$ cat config.mk
export PLATFORM = sky130hd
export DESIGN_NAME = display_scanner
export DESIGN_NICKNAME = d
export VERILOG_FILES = /design/src/rtl/display_scanner.sv
export SDC_FILE = /design/constraint.sdc
export NUM_CORES = 1
export LEC_CHECK = 0
export CORE_UTILIZATION = 59
export CTS_BUF_LIST = sky130_fd_sc_hd__clkbuf_2 sky130_fd_sc_hd__clkbuf_4 sky130_fd_sc_hd__clkbuf_8
export CTS_CLUSTER_DIAMETER = 40
export DETAILED_ROUTE_END_ITERATION = 7
export GPL_TIMING_DRIVEN = 0
export PLACE_DENSITY = 0.82
export SETUP_SLACK_MARGIN = 0.05
export SYNTH_ARGS = -nofsm -noshare
export SYNTH_HDL_FRONTEND = slang
export SYNTH_SLANG_ARGS = --single-unit
$ cat constraint.sdc
create_clock -name clk -period 2.48 [get_ports clk]
set_clock_uncertainty 0.1 [all_clocks]
set_input_delay 0.496 -clock clk [delete_from_list [all_inputs] [get_ports clk]]
set_output_delay 0.496 -clock clk [all_outputs]
set_load 0.01 [all_outputs]
$ cat src/rtl/display_scanner.sv
// rtl/display_scanner.sv - self-scanning N-digit 7-segment multiplexer with
// double-buffered update, per-digit blink/blank and leading-zero suppression.
module display_scanner #(
  parameter int DIGITS     = 4,
  parameter int SCAN_DIV   = 100000,
  parameter int BLINK_BITS = 25
) (
  input  logic                       clk,
  input  logic                       rst,
  input  logic                       load,
  input  logic [4*DIGITS-1:0]        hexs_in,
  input  logic [DIGITS-1:0]          point_in,
  input  logic [DIGITS-1:0]          les_in,
  input  logic [DIGITS-1:0]          blank_in,
  input  logic [DIGITS-1:0]          blink_in,
  input  logic                       lzs_en,
  output logic [3:0]                 hex,
  output logic                       p,
  output logic                       le,
  output logic [DIGITS-1:0]          an,
  output logic [$clog2(DIGITS)-1:0]  scan,
  output logic                       upd_done
);

  localparam int SW = $clog2(DIGITS);
  localparam int PW = $clog2(SCAN_DIV);
  localparam logic [PW-1:0]         PRESC_MAX = PW'(SCAN_DIV - 1);
  localparam logic [PW-1:0]         PRESC_ONE = PW'(1);
  localparam logic [SW-1:0]         SCAN_MAX  = SW'(DIGITS - 1);
  localparam logic [SW-1:0]         SCAN_ONE  = SW'(1);
  localparam logic [BLINK_BITS-1:0] BLINK_ONE = BLINK_BITS'(1);

  logic [PW-1:0]         r_presc;
  logic [SW-1:0]         r_scan;
  logic [BLINK_BITS-1:0] r_blink;
  logic                  r_pending;

  logic [4*DIGITS-1:0]   r_stg_hex;
  logic [DIGITS-1:0]     r_stg_p;
  logic [DIGITS-1:0]     r_stg_le;
  logic [DIGITS-1:0]     r_stg_blank;
  logic [DIGITS-1:0]     r_stg_blink;

  logic [4*DIGITS-1:0]   r_act_hex;
  logic [DIGITS-1:0]     r_act_p;
  logic [DIGITS-1:0]     r_act_le;
  logic [DIGITS-1:0]     r_act_blank;
  logic [DIGITS-1:0]     r_act_blink;

  logic                  w_tick;
  logic                  w_frame;
  logic                  w_xfer;
  logic                  w_zero_run;
  logic [DIGITS-1:0]     w_supp;
  logic                  w_dark;
  logic [DIGITS-1:0]     w_an;

  assign w_tick  = (r_presc == PRESC_MAX);
  assign w_frame = w_tick && (r_scan == SCAN_MAX);
  assign w_xfer  = w_frame && r_pending;

  // Walk down from the most significant digit; a digit is suppressed while
  // every nibble from it upward is zero. Digit 0 always stays visible.
  always_comb begin
    w_supp     = '0;
    w_zero_run = 1'b1;
    for (int i = DIGITS - 1; i >= 1; i--) begin
      w_zero_run = w_zero_run & (r_act_hex[4*i +: 4] == 4'h0);
      w_supp[i]  = lzs_en & w_zero_run;
    end
  end

  assign w_dark = r_act_blank[r_scan]
                | (r_act_blink[r_scan] & r_blink[BLINK_BITS-1])
                | w_supp[r_scan];

  always_comb begin
    w_an = '1;
    if (!w_dark) w_an[r_scan] = 1'b0;
  end

  always_ff @(posedge clk) begin
    if (rst) begin
      r_presc     <= '0;
      r_scan      <= '0;
      r_blink     <= '0;
      r_pending   <= 1'b0;
      r_stg_hex   <= '0;
      r_stg_p     <= '0;
      r_stg_le    <= '0;
      r_stg_blank <= '0;
      r_stg_blink <= '0;
      r_act_hex   <= '0;
      r_act_p     <= '0;
      r_act_le    <= '0;
      r_act_blank <= '0;
      r_act_blink <= '0;
      hex         <= 4'h0;
      p           <= 1'b0;
      le          <= 1'b0;
      an          <= '1;
      scan        <= '0;
      upd_done    <= 1'b0;
    end else begin
      r_presc <= w_tick ? '0 : r_presc + PRESC_ONE;
      if (w_tick) r_scan <= (r_scan == SCAN_MAX) ? '0 : r_scan + SCAN_ONE;
      r_blink <= r_blink + BLINK_ONE;

      // Transfer takes the pre-edge staging, so a coinciding load survives
      // in staging and stays pending for the next frame.
      if (w_xfer) begin
        r_act_hex   <= r_stg_hex;
        r_act_p     <= r_stg_p;
        r_act_le    <= r_stg_le;
        r_act_blank <= r_stg_blank;
        r_act_blink <= r_stg_blink;
      end

      if (load) begin
        r_stg_hex   <= hexs_in;
        r_stg_p     <= point_in;
        r_stg_le    <= les_in;
        r_stg_blank <= blank_in;
        r_stg_blink <= blink_in;
        r_pending   <= 1'b1;
      end else if (w_xfer) begin
        r_pending   <= 1'b0;
      end

      upd_done <= w_xfer;
      hex      <= r_act_hex[{r_scan, 2'b00} +: 4];
      p        <= r_act_p[r_scan];
      le       <= r_act_le[r_scan];
      an       <= w_an;
      scan     <= r_scan;
    end
  end

endmodule

==> impl_metrics.tcl, run 1 <==
set metrics [dict create \
    synth-seq-cells 122 \
    crit_slowest_cell "or4b_1" \
    first_pass_iters 5 \
    async_reset_ff_share_pct 0 \
    wl_mm 11.8 \
    worst_setup_path_start_kind "flop" \
    fin_crit_ps 2370 \
    critical-path-top-delay-family "simple AND/OR/NAND/NOR gates" \
    total_power_mw 4.17 \
    synth_edf_count 0 \
    cp.required_ps 2690 \
    max-slew-margin-rel_pct 39.8 \
    grt_pass1_vias 4265 \
    cap_viol_max_count 0 \
    syn-num-nets 581 \
    grt_overflow 0 \
    worstPathCellList "or4b_1, or4_1, buf_4, buf_6, o21ai_0, a21oi_1" \
    crit_buf_inv 2 \
    nNetsFinal 646 \
    area_growth_pct 20.8 \
    syn_inst 539 \
    io_pins 49 \
    critPathKind "reg -> reg" \
    leakage_nw 2.15 \
    ys_dominant_reg_cell "dfxtp_1" \
    synth_warnings 0 \
    cp.arrival_ps 2580 \
    vias 4319 \
    vias_per_cell 5.98 \
    synth_cell_types 37 \
    clkTransAtPathRegs_ps 80 \
    htreeDepth 4 \
    grt_pass1_wl_mm 19.5 \
    ir_worst_vdd_mv 0.574 \
    antenna_found_initial 0 \
    drt_iter0_drc 218 \
    numCtsBuffers 17 \
    outcome "finished clean" \
    syn_area_per_cell_sq_um 9.38 \
    route.detailed.drc 0 \
    syn_area_sq_um 5060 \
    pre_cts_ws_ps 109 \
    max_freq_ghz 0.423 \
    io_buffers 46 \
    dieWidth_um 94.6 \
    wl_per_cell_um 16.3 \
    clk_latency_ps 440 \
    grt_max_degree 17 \
    postCtsSetupBuffers 0 \
    core_area_sq_um 8260 \
    postCtsHoldBufs 0 \
    cp_max_fo 10 \
    grt_usage_pct 28.5 \
    report.final.setup_viol 0 \
    cts_tree "built" \
    place_hpwl_mm 7.90 \
    tns_ps 0 \
    cp-end-kind "flop" \
    layout-drive-gt1-share_pct 8.59 \
    die_y_um 94.6 \
    cts_sinks 122 \
    period_share_pct 95.4 \
    root_buffer "clkbuf_8" \
    hold_violations 0 \
    crit_path_max_incr_delay_ps 590 \
    start_util_pct 61.2 \
    slew_violations 0 \
    holdCritPathClass "reg -> reg" \
    rsz0062_at_grt "false" \
    ant_nets 0 \
    clk_path_buf_depth 2 \
    ys_seq_area_share_pct 48.3 \
    power_density_nw_per_um2 683 \
    globalplace.congestion 0.870 \
    die-area_sq_um 8940 \
    worstMarginPinSlew_ps 903 \
    num_antenna_cells 0 \
    placementRows 33 \
    setup_ws_ps 114 \
]
cells in the mapped netlist (all sizes together), types with 6 or more instances:
cell	instances	area (sq um)
nand4	42	263
xor2	11	96.3
or3	10	62.6
o21ai	41	205
inv	9	33.8
xnor2	12	105
nand2	16	60.1
buf	12	85.1
nand3	14	82.6
mux4	8	180
ha	6	75.1
mux2i	34	340
nor2b	7	43.8
or4	12	90.1
o31ai	7	52.6
nor3	7	35.0
nor4	6	43.8
clkbuf	28	105
dfxtp	122	2440
a21oi	49	245
nor2	64	240
path summary, 6_finish.rpt:
kind                                  from      endpoint  slack (ps)  depth (start not counted)
worst max-delay path            r_presc[6]  r_act_hex[7]         110                          6
worst min-delay path            r_presc[0]    r_presc[0]         370                          1
worst max register to register  r_presc[6]  r_act_hex[7]         110                          6
worst min register to register  r_presc[0]    r_presc[0]         370                          1
logic make-up after synthesis:
logic type,Yosys count,synth area share [%]
AND/OR/NAND/NOR,198,21.3
buffers and inverters,49,4.43
multiplexers,42,10.3
flip-flops,122,48.3
adder cells (fa/ha/maj),6,1.48
AO/OA/AOI/OAI,99,10.2
XOR/XNOR,23,3.98
final cells by class:
| class | count | area (sq um) |
|---|---|---|
| Inverter | 9 | 33.8 |
| Tap cell | 105 | 131 |
| Fill cell | 613 | 2150 |
| Clock buffer | 18 | 248 |
| Sequential cell | 122 | 2440 |
| Clock inverter | 14 | 195 |
| Multi-Input combinational cell | 368 | 2400 |
| Buffer | 40 | 194 |
| Timing Repair Buffer | 46 | 460 |
flip-flops by register name, indices dropped and copies added (netlist names):
signal / cells
r_blink: 25
r_presc: 17
r_act_hex: 16
r_stg_hex: 16
an: 4
hex: 4
r_act_blank: 4
r_act_blink: 4
r_act_le: 4
r_act_p: 4
r_stg_blank: 4
r_stg_blink: 4
r_stg_le: 4
r_stg_p: 4
r_scan: 2
scan: 2
le: 1
p: 1
r_pending: 1
upd_done: 1
through the flow:
step           utilization, %  cells  hold WS [ps]  cell area, sq um
6_report                 74.0    722           369              6110
5_1_grt                  74.0    722           392              6110
4_1_cts                  73.8    722           366              6090
3_5_place_dp             68.4    690           355              5650
3_3_place_gp             68.4    690           341              5650
2_1_floorplan               -    539           330              5060
what timing repair did:
item | 4_1_cts | 5_1_grt
endpoints found under the hold margin | 0 | 0
gates resized for setup | 0 | 7
endpoints found under the setup margin | 0 | 33
per-layer routing:
| metal | global-route usage (%) | vias up | wire length, um |
|---|---|---|---|
| met5 | 0 | - | 0 |
| met1 | 33.3 | 2061 | 4800 |
| met4 | 13.1 | 0 | 303 |
| li1 | - | 2074 | - |
| met2 | 49.5 | 151 | 6020 |
| met3 | 6.52 | 33 | 650 |
report_power, final:
part	switching [mW]	total, mW	internal, mW
clock	0.834	1.96	1.13
sequential	0.0302	2.03	2.00
combinational	0.0864	0.182	0.0955
layout by cell type (no fill, tap or decap), types with 2 or more instances in the layout:
master             n
clkbuf_8          18
bufinv_16          4
clkbuf_1          27
clkinvlp_4         4
dfxtp_1          122
inv_6              2
buf_6              4
buf_4              2
and3_1             4
mux4_2             8
xnor2_1           12
o21ai_0           30
o21ai_1           11
o31ai_1            7
buf_1              4
nor3_1             6
nor3b_1            4
or4_1             12
nand3_1           13
nand2_1           16
clkinv_4           2
nand4_1           42
clkdlybuf4s50_1   46
nor4_1             5
or3_1             10
and4_1             4
inv_1              9
ha_1               6
nor2_1            64
a21oi_1           49
clkinv_2           2
and2_1             3
or4b_1             2
mux2i_1           34
nor2b_1            7
xor2_1            11
(Power assumes the default switching activity.)
==> run 2: changes to the inputs <==
CORE_UTILIZATION = 57   (was 59)
CTS_BUF_LIST = unset   (was sky130_fd_sc_hd__clkbuf_2 sky130_fd_sc_hd__clkbuf_4 sky130_fd_sc_hd__clkbuf_8)
PLACE_DENSITY = 0.8   (was 0.82)
SETUP_SLACK_MARGIN = unset   (was 0.05)
==> run 2 against run 1 <==
  * Count of clock-buffer cells in the layout unchanged
  * Core utilization grew 0.98 points
  * Sequential share of layout area fell by 1.1 points
  * Combinational power hardly changed
  * Worst setup slack improved by 11 ps
  * Global-route usage is 0.51 points higher
  * Clock power up 33%
  * Critical path depth shrank 2
  * Routed wire length grew 4.8%
  * Critical endpoint is now an[3]
  * Largest cell class unchanged
  * Highest routed layer unchanged
==> impl_metrics.tcl, run 2 (same netlist as run 1, synthesis figures left out) <==
set metrics [dict create \
    mostFrequentLayoutCells "dfxtp_1, nor2_1, a21oi_1, clkdlybuf4s50_1, nand4_1" \
    crit_buf_inv 1 \
    num_antenna_cells 0 \
    htreeDepth 4 \
    rsz0062_at_grt "false" \
    wl_per_cell_um 17.1 \
    layout-drive-gt1-share_pct 8.44 \
    die-area_sq_um 9250 \
    grt_pass1_vias 4198 \
    final_cell_area_sq_um 6280 \
    placementRows 33 \
    largest_register_ffs 25 \
    globalplace.congestion 0.870 \
    core_area_sq_um 8380 \
    io_pins 49 \
    drt_iter0_drc 273 \
    holdPathStages 3 \
    first_pass_iters 5 \
    tns_ps 0 \
    worstMarginPinSlew_ps 927 \
    power_density_nw_per_um2 766 \
    place_hpwl_mm 8.00 \
    route.detailed.drc 0 \
    crit_path_max_incr_delay_ps 610 \
    top_register "r_blink" \
    report.final.setup_viol 0 \
    hold_violations 0 \
    cp-end-kind "flop" \
    ir_worst_vdd_mv 0.594 \
    io_buffers 46 \
    start_util_pct 60.3 \
    nNetsFinal 645 \
    reg_top3 "r_blink (25), r_presc (17)" \
    cp.arrival_ps 2650 \
    ant_nets 0 \
    placed_area_sq_um 5650 \
    cp_max_fo 10 \
    vias_per_cell 5.97 \
    crit_slowest_cell "or4b_2" \
    cts_tree "built" \
    dieWidth_um 96.2 \
    fin_crit_ps 2360 \
    grt_pass1_wl_mm 20.1 \
    cp.required_ps 2770 \
    root_buffer "clkbuf_8" \
    cap_viol_max_count 0 \
    clk_path_buf_depth 2 \
    clk_latency_ps 530 \
    numCtsBuffers 17 \
    worst-path-stages 4 \
    clkTransAtPathRegs_ps 60 \
    max_freq_ghz 0.425 \
    critPathKind "reg -> reg" \
    worstPathCellList "clkbuf_1, mux4_2, a21o_1, or4b_2" \
    grt_usage_pct 29.0 \
    grt_overflow 0 \
    wl_mm 12.3 \
    vias 4304 \
    antenna_found_initial 0 \
    outcome "finished clean" \
    grt_max_degree 17 \
    critical-path-top-delay-family "simple AND/OR/NAND/NOR gates" \
    slew_violations 0 \
    holdCritPathClass "in -> reg" \
    period_share_pct 95.0 \
    worst-r2r-cell-count 4 \
    die_y_um 96.2 \
    max-slew-margin-rel_pct 38.2 \
    cts_sinks 122 \
    leakage_nw 2.24 \
    postCtsHoldBufs 0 \
    area_growth_pct 24.3 \
    worst_setup_path_start_kind "flop" \
    mostFrequentLayoutCell "dfxtp_1" \
]
==> run 2: cell types whose count changed in the layout (fill, tap and decap cells not counted), moves of 2 or more <==
cell / before / now
clkbuf_16: 0 / 16
clkbuf_8: 18 / 2
clkinv_4: 2 / 4
o21ai_0: 30 / 32
o21ai_1: 11 / 9
==> run 2: timing repair <==
item / in CTS / in global routing
hold endpoints to repair: 0 / 0
endpoints found under the setup margin: 0 / 31
resized for setup: 0 / 2
buffers inserted: 0 / 0
==> run 2: where the power goes <==
part	internal, mW	switching [mW]	total (mW)
Clock	1.66	0.934	2.60
Sequential	2.00	0.0308	2.03
Combinational	0.0957	0.0876	0.183
Total	3.76	1.05	4.81
==> run 2: worst paths after layout <==
path,startpoint,endpoint,slack [ps]
min,load,r_stg_hex[8],290
max reg2reg,r_scan[1],an[3],120
max,r_scan[1],an[3],120
min reg2reg,r_presc[0],r_presc[0],360
==> run 2: through the flow <==
step | setup WS, ps | utilization [%] | hold WS, ps | instances | total power, mW
5_1_grt | 36.9 | 75.0 | 323 | 721 | 4.92
3_5_place_dp | 106 | 67.4 | 351 | 690 | 2.25
3_3_place_gp | 138 | 67.4 | 340 | 690 | 2.25
2_1_floorplan | 310 | - | 330 | 539 | 2.16
6_report | 124 | 75.0 | 290 | 721 | 4.81
4_1_cts | 88.0 | 74.8 | 291 | 722 | 4.82
==> run 2: area by class of cell <==
class                   count  area, sq um
plain buffers              39          186
clock buffers              18          428
clock inverters            14          196
fillers                   580         2100
inverters                   9         33.8
multi-input cells         368         2400
flip-flops and latches    122         2440
well taps                 105          131
repair buffers             46          460
==> run 2: routing by layer <==
layer,up-vias,share of wire [%],global-route usage (%)
met2,137,51,48.9
li1,2077,-,-
met4,0,2.2,12.2
met1,2057,42,34.8
met5,-,0,0
met3,33,4.3,7.74
==> run 2: worst register-to-register path, stage by stage (launching register included) <==
cell and delay [ps]:
dfxtp_1 380, clkbuf_1 500, mux4_2 390, a21o_1 240
or4b_2 610
==> RTL edit, RTL diff (config.mk and constraints of run 2) <==
Make the reset (`rst`) asynchronous in one clocked block.
--- a/src/rtl/display_scanner.sv
+++ b/src/rtl/display_scanner.sv
@@ -81,3 +81,3 @@
 
-  always_ff @(posedge clk) begin
+  always_ff @(posedge clk or posedge rst) begin
     if (rst) begin
Behaviour: differs if rst is asserted again (counterexample within 4 cycles, from zero or initial values and one cycle with rst high); with rst held inactive, the same outputs for 10 cycles.
==> RTL edit against run 2 <==
  * Wire length is 22% lower
  * Area after synthesis grew 2.1%
  * Non-clock buffer count decreased by 24
  * Sequential cell count did not move
  * Final area increased by 2.6%
  * Power grew 0.27%
  * First-iteration DRC count decreased by 65%
  * Setup slack better by 0.19 ns
  * Critical endpoint is now an[1]
  * Largest power group unchanged
==> RTL edit: results (changes against run 2) <==
DP HPWL=6170 um (-23%); met1 Use GR=30.9% (-3.9 points); worst endpoint data arrival time=1.57 ns (-1.08 ns); Yosys warning count=0 (unchanged); distinct cell type count after synthesis=37 (unchanged); VDD IR max=0.562 mV (-5.3%); mux share of post-synthesis cell area=19.6% (+9.3 points); CTS clk-pin slew, worst paths=0.06 ns (about the same); Worst path top cell family by delay=buffers and inverters; WL/cell=17.8 um (+4.0%); Mapped Nets=398 (-31%); Static Leak=2.93 nW (+31%); max incr delay on CP=0.54 ns (-0.07 ns); share of cells above drive strength 1=28.0% (+20 points); Max clock buf depth=2 (unchanged); M3 GR Usage=5.68% (-2.1 points); ys async rst share=100% (+100 points); metal3 WL=349 um (-35%); first-pass GRT wire length=16400 um (-18%); CTS HTree Levels=4 (unchanged); M1 WL=4380 um (-16%); Slowest cell on crit path=clkdlybuf4s50_1; global routing usage on met2=35.9% (-13 points); Rel. slew slack=56.4% (+18 points); Synth Area in Compound Gates=1.16% (-9.1 points); vias in the first global route=3139 (-25%); CTS resizes=0 (unchanged); min-delay worst type=primary input to asynchronous set/reset pin; Synth Area in XOR/XNOR=6.28% (+2.3 points); clock root buffer master=clkbuf_8; uppermost layer routed=met4; post-synthesis adder-cell area fraction=1.45% (-0.031 points); pin count of the biggest net entering global routing=43 (+26); sw power=960 uW (-8.8%); vias per inst=5.61 (-6.0%); CP max FO=1 (-9); DR WL met2=4840 um (-23%); run status=finished, final reports clean; GP Congestion=0.754 (-13%); hold slack=0.167 ns (-0.124 ns); initial antenna violation count=0 (unchanged); worst skew pair latency=0.50 ns (-0.03 ns); sequential share of the synthesized area=59.2% (+11 points); synth cell count leaders=dfrtp_1, mux2_2, mux2_4, xnor2_1, nand2_1; top post-synthesis cells by area=dfrtp_1, mux2_4, mux2_2, xnor2_1, mux4_2; fill cell count=551 (-5.0%); R2R setup slack=0.36 ns (+0.24 ns); Final Util=73.6% (-1.4 points); gr usage total=22.8% (-6.2 points); IO Port Bufs=47 (+2.2%); fin nets=467 (-28%); Iter 0 DRT Violations=95 (-65%); Final Slew Violations=0 (unchanged); Placed Instance Area=5830 um2 (+3.3%); drt pass-1 iters=4 (-1)
RTL edit: cell types whose count changed after synthesis, sizes merged, moves of 8 or more:
cell	delta
or4	-12
mux2i	-34
mux2	+68
buf	-8
o21ai	-38
clkbuf	-21
dfrtp	+118
nor2	-53
dfxtp	-122
a21oi	-48
nand4	-26
xnor2	+18
RTL edit: kinds of logic after synthesis:
group,after synthesis
AND/OR/NAND/NOR,88
multiplexers,74
AO/OA/AOI/OAI,9
XOR/XNOR,37
flip-flops,122
buffers and inverters,20
adder cells (fa/ha/maj),6
RTL edit: metrics by stage:
stage,worst slack [ns],instances
after floorplan,0.390,356
after global placement,-0.639,511
after detailed placement,0.435,514
after CTS,0.280,544
after global routing,0.270,544
final,0.314,544
RTL edit: worst paths after layout:
path | start | to | cells past startpoint
hold reg to reg | r_scan[1] | scan[1] | 0
hold / removal | rst | r_presc[14] | 2
max in group asynchronous | rst | r_stg_hex[0] | 5
min in group clk | r_scan[1] | scan[1] | 0
setup reg to reg | r_presc[0] | r_act_blank[2] | 6
setup / recovery | an[1] | an[1] | 1
RTL edit: power groups by stage:
stage	Sequential, mW	Combinational, mW	Clock [mW]
6_report	2.08	0.178	2.57
5_1_grt	2.08	0.197	2.70
3_3_place_gp	2.11	0.165	0
3_5_place_dp	2.11	0.182	0
4_1_cts	2.08	0.183	2.61
2_1_floorplan	2.10	0.0952	0
RTL edit: area by class of cell:
type                            instances  area share [%]
Clock inverter                         13            3.12
Tap cell                              108            2.10
Inverter                                9           0.582
Multi-Input combinational cell        214            31.1
Buffer                                 11            1.01
Timing Repair Buffer                   50            8.23
Clock buffer                           17            6.42
Sequential cell                       122            47.4
